==> src/rtl/subkey_stream_pkg.sv <==
// Shared DES key-schedule tables: PC1, PC2 and the shift schedule.
// Also holds the subkey_stream state type.
package subkey_stream_pkg;

  typedef enum logic {
    IDLE = 1'b0,
    RUN  = 1'b1
  } state_e;

  // Bit n set when S[n+1] is 2, clear when it is 1.
  localparam logic [0:15] SHIFT_IS2 = 16'b0011_1111_0111_1110;

  localparam int PC1_T [56] = '{
    57, 49, 41, 33, 25, 17,  9,
     1, 58, 50, 42, 34, 26, 18,
    10,  2, 59, 51, 43, 35, 27,
    19, 11,  3, 60, 52, 44, 36,
    63, 55, 47, 39, 31, 23, 15,
     7, 62, 54, 46, 38, 30, 22,
    14,  6, 61, 53, 45, 37, 29,
    21, 13,  5, 28, 20, 12,  4
  };

  localparam int PC2_T [48] = '{
    14, 17, 11, 24,  1,  5,
     3, 28, 15,  6, 21, 10,
    23, 19, 12,  4, 26,  8,
    16,  7, 27, 20, 13,  2,
    41, 52, 31, 37, 47, 55,
    30, 40, 51, 45, 33, 48,
    44, 49, 39, 56, 34, 53,
    46, 42, 50, 36, 29, 32
  };

  // idx is zero-based: idx selects S[idx+1].
  function automatic logic shift_is2(
    input logic [3:0] idx
  );
    return SHIFT_IS2[idx];
  endfunction

endpackage

==> src/rtl/pc1.sv <==
// DES permuted choice 1: 64-bit key to C/D halves.
// Ports: key [1:64] in; c_o, d_o [1:28] out.
module pc1
  import subkey_stream_pkg::*;
(
  input  logic [1:64] key,
  output logic [1:28] c_o,
  output logic [1:28] d_o
);

  for (genvar i = 0; i < 28; i++) begin : g_bit
    assign c_o[i+1] = key[7'(PC1_T[i])];
    assign d_o[i+1] = key[7'(PC1_T[i+28])];
  end

endmodule

==> src/rtl/pc2.sv <==
// DES permuted choice 2: C/D halves to 48-bit subkey.
// Ports: c_i, d_i [1:28] in; k_o [1:48] out.
module pc2
  import subkey_stream_pkg::*;
(
  input  logic [1:28] c_i,
  input  logic [1:28] d_i,
  output logic [1:48] k_o
);

  logic [1:56] cd;

  assign cd = {c_i, d_i};

  for (genvar i = 0; i < 48; i++) begin : g_bit
    assign k_o[i+1] = cd[6'(PC2_T[i])];
  end

endmodule

==> src/rtl/rotate28.sv <==
// 28-bit circular rotation by 1 or 2, left or right.
// Ports: din [1:28], two (amount 2), right (direction); dout [1:28].
module rotate28 (
  input  logic [1:28] din,
  input  logic        two,
  input  logic        right,
  output logic [1:28] dout
);

  always_comb begin
    dout = din;
    unique case ({right, two})
      2'b00: dout = {din[2:28], din[1]};
      2'b01: dout = {din[3:28], din[1:2]};
      2'b10: dout = {din[28], din[1:27]};
      2'b11: dout = {din[27:28], din[1:26]};
    endcase
  end

endmodule

==> src/rtl/subkey_stream.sv <==
// Streams the 16 DES round subkeys over a valid/ready handshake.
// Ports: clk, rst_n, start, decrypt, key, abort, subkey_ready in;
//        subkey_valid, subkey, round, last, busy, done out.
module subkey_stream
  import subkey_stream_pkg::*;
(
  input  logic        clk,
  input  logic        rst_n,
  input  logic        start,
  input  logic        decrypt,
  input  logic [1:64] key,
  input  logic        abort,
  input  logic        subkey_ready,
  output logic        subkey_valid,
  output logic [1:48] subkey,
  output logic [3:0]  round,
  output logic        last,
  output logic        busy,
  output logic        done
);

  state_e      state_q, state_d;
  logic [1:28] c_q, c_d;
  logic [1:28] d_q, d_d;
  logic [3:0]  round_q, round_d;
  logic        dec_q, dec_d;
  logic        done_q, done_d;

  logic [1:28] pc1_c, pc1_d;
  logic [1:28] rot_c_in, rot_d_in;
  logic [1:28] rot_c, rot_d;
  logic [3:0]  sidx;
  logic        run, rot_two, rot_right;

  assign run = (state_q == RUN);

  // The rotators are shared: in IDLE they produce C1/D1
  // from PC1, in RUN they step the registered halves.
  assign sidx = dec_q ? (4'd15 - round_q)
                      : (round_q + 4'd1);
  assign rot_two   = run & shift_is2(sidx);
  assign rot_right = run & dec_q;
  assign rot_c_in  = run ? c_q : pc1_c;
  assign rot_d_in  = run ? d_q : pc1_d;

  pc1 u_pc1 (
    .key (key),
    .c_o (pc1_c),
    .d_o (pc1_d)
  );

  rotate28 u_rot_c (
    .din   (rot_c_in),
    .two   (rot_two),
    .right (rot_right),
    .dout  (rot_c)
  );

  rotate28 u_rot_d (
    .din   (rot_d_in),
    .two   (rot_two),
    .right (rot_right),
    .dout  (rot_d)
  );

  pc2 u_pc2 (
    .c_i (c_q),
    .d_i (d_q),
    .k_o (subkey)
  );

  always_comb begin
    state_d = state_q;
    c_d     = c_q;
    d_d     = d_q;
    round_d = round_q;
    dec_d   = dec_q;
    done_d  = 1'b0;
    unique case (state_q)
      IDLE: begin
        if (start && !abort) begin
          state_d = RUN;
          round_d = 4'd0;
          dec_d   = decrypt;
          // C16/D16 equal C0/D0, so decrypt starts unrotated.
          c_d     = decrypt ? pc1_c : rot_c;
          d_d     = decrypt ? pc1_d : rot_d;
        end
      end
      RUN: begin
        if (abort) begin
          state_d = IDLE;
        end else if (subkey_ready) begin
          if (round_q == 4'd15) begin
            state_d = IDLE;
            done_d  = 1'b1;
          end else begin
            c_d     = rot_c;
            d_d     = rot_d;
            round_d = round_q + 4'd1;
          end
        end
      end
    endcase
  end

  always_ff @(posedge clk or negedge rst_n) begin
    if (!rst_n) begin
      state_q <= IDLE;
      c_q     <= '0;
      d_q     <= '0;
      round_q <= '0;
      dec_q   <= 1'b0;
      done_q  <= 1'b0;
    end else begin
      state_q <= state_d;
      c_q     <= c_d;
      d_q     <= d_d;
      round_q <= round_d;
      dec_q   <= dec_d;
      done_q  <= done_d;
    end
  end

  assign subkey_valid = run;
  assign busy         = run;
  assign round        = round_q;
  assign last         = run & (round_q == 4'd15);
  assign done         = done_q;

endmodule

==> config.mk <==
export PLATFORM = sky130hd
export DESIGN_NAME = subkey_stream
export DESIGN_NICKNAME = d
export VERILOG_FILES = /design/src/rtl/subkey_stream_pkg.sv /design/src/rtl/pc1.sv /design/src/rtl/pc2.sv /design/src/rtl/rotate28.sv /design/src/rtl/subkey_stream.sv
export SDC_FILE = /design/constraint.sdc
export NUM_CORES = 1
export LEC_CHECK = 0
export BUFFER_PORTS_ARGS = -buffer_cell sky130_fd_sc_hd__buf_2
export CORE_MARGIN = 3
export CORE_UTILIZATION = 50
export CTS_CLUSTER_SIZE = 28
export DETAILED_ROUTE_END_ITERATION = 12
export PLACE_DENSITY_LB_ADDON = 0.05
export SYNTH_ARGS = -nofsm -noshare
export SYNTH_HDL_FRONTEND = slang
export SYNTH_SLANG_ARGS = --single-unit
==> constraint.sdc <==
create_clock -name clk -period 2.7 [get_ports clk]
set_input_delay 0.54 -clock clk [delete_from_list [all_inputs] [get_ports clk]]
set_output_delay 0.54 -clock clk [all_outputs]
set_load 0.02 [all_outputs]
==> results.toml <==
[yosys]
yosysUniqueCellTypes = 54
syn_area_per_cell_um2 = 7.96
yosysWarnings = 0
synth_edf_count = 0
ys_top_cells_by_count = "nand2_1 (104), dfrtp_1 (63), o21ai_0 (59), buf_4 (53), clkbuf_1 (52)"
synthCells = 698
synth.yosys.seq_area_share = 0.284
ys_ff_latch = 63
synthFlopType = "dfrtp_1"
yosysTopAreaCell = "dfrtp_1"
synth.most_common_cell = "nand2_1"
yosys-top-cells-area = "dfrtp_1 (28%), buf_4 (7.2%), nand2_1 (7.0%)"
syn-cell-area_um2 = 5560
async_reset_ff_frac = 1.00
synth_top_area_share = 0.284

[timing]
finalMaxSlewViolations = 0
tns_ns = 0
period_needed_ns = 2.60
fin_skew_ns = 0.00773
relSlewSlack = 0.491
max_freq_mhz = 385
timing.final.crit_share = 0.961
final-hold-violation-count = 0
setup_viol = 0
worst_slew_pin_slew_ns = 0.764

[cts]
numCtsBuffers = 9
clkTransAtPathRegs_ns = 0.08
cts_buffer_depth = 2
clk_latency_ns = 0.37
clock-sinks = 63
cts-root-buf = "clkbuf_8"
htreeDepth = 3
tritoncts = "done"

[global_routing]
antenna_found_initial = 0
overflow = 0
grtUsageTotal = 0.319
grt_pass1_vias = 6050
grt_pass1_wl_um = 32400
grt_max_degree = 65

[detailed_routing]
drc_errors = 0
wl_per_cell_um = 22.8
routed-via-count = 6145
via_per_inst = 6.85
drt-total-wl_um = 20400
final_antenna_net_count = 0
drt-pass1-iter-count = 5
drt_iter0_markers = 772

[critical_path]
r2r-end = "c_q[28]"
startpoint_type = "flop"
arrival_ns = 2.88
crit_fanout = 22
reg2reg_slack_ns = 0.10
startpoint = "round[0]"
cp_cell_sequence = "ha_2 > nor4_2 > or4_4 > buf_4 > a21oi_4 > clkbuf_4 > nand2_1 > a32oi_1"
endpoint_kind = "flop"
crit_slowest_cell = "or4_4"
cpPeakStageDelay_ns = 0.58
reg2regPathDepth = 8
crit_required_ns = 2.99
reg2reg_from = "round[0]"
worstSetupPathType = "flop to flop"

[placed_design]
placed_area_um2 = 5980
gp_congestion = 0.864
port_buffers = 96
hpwl_um = 12800
place_inst = 877

[floorplanning]
core_area_um2 = 10600
start_util = 0.527
die_w_um = 111
die_h_um = 111
row_count = 37
die-area_um2 = 12400
io_pins = 126

[finish]
final_layout_size_suffix_gt1_frac = 0.259
diodes = 0
fin_nets = 827
area_growth_pct = 12.5
fin_util = 0.593
fin_cells = 897
final_area_um2 = 6250
fillCellCount = 1008

[min_path]
hp-class = "primary input to async pin"

[run]
maxCapViolCount = 0

[power]
vdd_drop_max_mv = 0.376
power_uw = 4800
cellPowerDensity_nw_per_um2 = 768
p_leak_uw = 0.00255

[run_status]
status = "complete, no violations"
timing repair:
item,in CTS,in global routing
pin swaps,1,1
hold buffers,0,0
hold endpoints to repair,0,0
buffers inserted,3,0
resized for setup,4,5
setup endpoints to repair,26,27
cloned,0,1
cell type report:
class / instances / area (um2) / area share
clock buffer: 13 / 169 / 0.0270
clock inverter: 3 / 40.0 / 0.00640
multi-input combinational: 533 / 3410 / 0.545
sequential: 63 / 1580 / 0.252
timing repair buffer: 144 / 870 / 0.139
tap: 136 / 170 / 0.0272
inverter: 5 / 18.8 / 0.00300
cells by family after synthesis:
group                    count (synthesis)  synth area share
multiplexers                            26            0.0671
other                                    1          0.000675
XOR/XNOR                                 3           0.00811
flip-flops                              63             0.284
adder cells (fa/ha/maj)                  1           0.00225
AND/OR/NAND/NOR                        236             0.206
buffers and inverters                  122             0.124
AO/OA/AOI/OAI                          246             0.308
metal layers:
metal	global-route usage	share of wire	up-vias
met2	0.511	0.46	447
met5	0	0	-
met3	0.0668	0.11	54
met1	0.417	0.40	2954
li1	-	-	2690
met4	0.141	0.029	0
through the flow:
stage	hold slack [ns]	worst slack, ns
detailed placement	0.565	-0.174
global placement	0.558	-0.0816
floorplan	0.244	0.0301
finish	0.166	0.105
CTS	0.175	0.0288
global route	0.196	-0.00822
worst max path at each step:
stage / to / slack [ns] / cells after the start
finish: c_q[28] / 0.10 / 8
global route: d_q[22] / -0.008 / 8
CTS: d_q[23] / 0.03 / 8
detailed placement: c_q[15] / -0.17 / 7
global placement: c_q[15] / -0.08 / 7
floorplan: c_q[12] / 0.03 / 8
power by group:
group          internal (uW)  total, uW  switching, uW
clock network            500        916            416
logic                    912       2240           1320
registers               1200       1650            450
state kept, by name (all words and copies together) (netlist names):
name / count
c_q: 28
d_q: 28
done: 1
round: 4
dec_q: 1
busy: 1
layout by cell type, fill, tap and decap left out, types with 12 or more instances in the layout:
cell,instances
nand2_1,104
buf_2,96
dfrtp_1,62
o21ai_0,58
buf_4,44
a21oi_1,33
a221oi_1,31
nor3_1,27
nor2_1,25
conb_1,21
nand2b_1,20
or3_1,20
nand3_1,19
o22ai_1,19
a32oi_1,19
mux2i_1,17
a211oi_1,17
a22oi_1,14
a311oi_1,13
clkbuf_8,12
critical path: cells and delay by family (launching register included):
family	cells	cell delay (ns)
AO/OA/AOI/OAI	2	0.40
flip-flops	1	0.47
buffers and inverters	2	0.51
adder cells (fa/ha/maj)	1	0.41
AND/OR/NAND/NOR	3	0.72
Note: power is estimated with default switching activity, not from simulation.
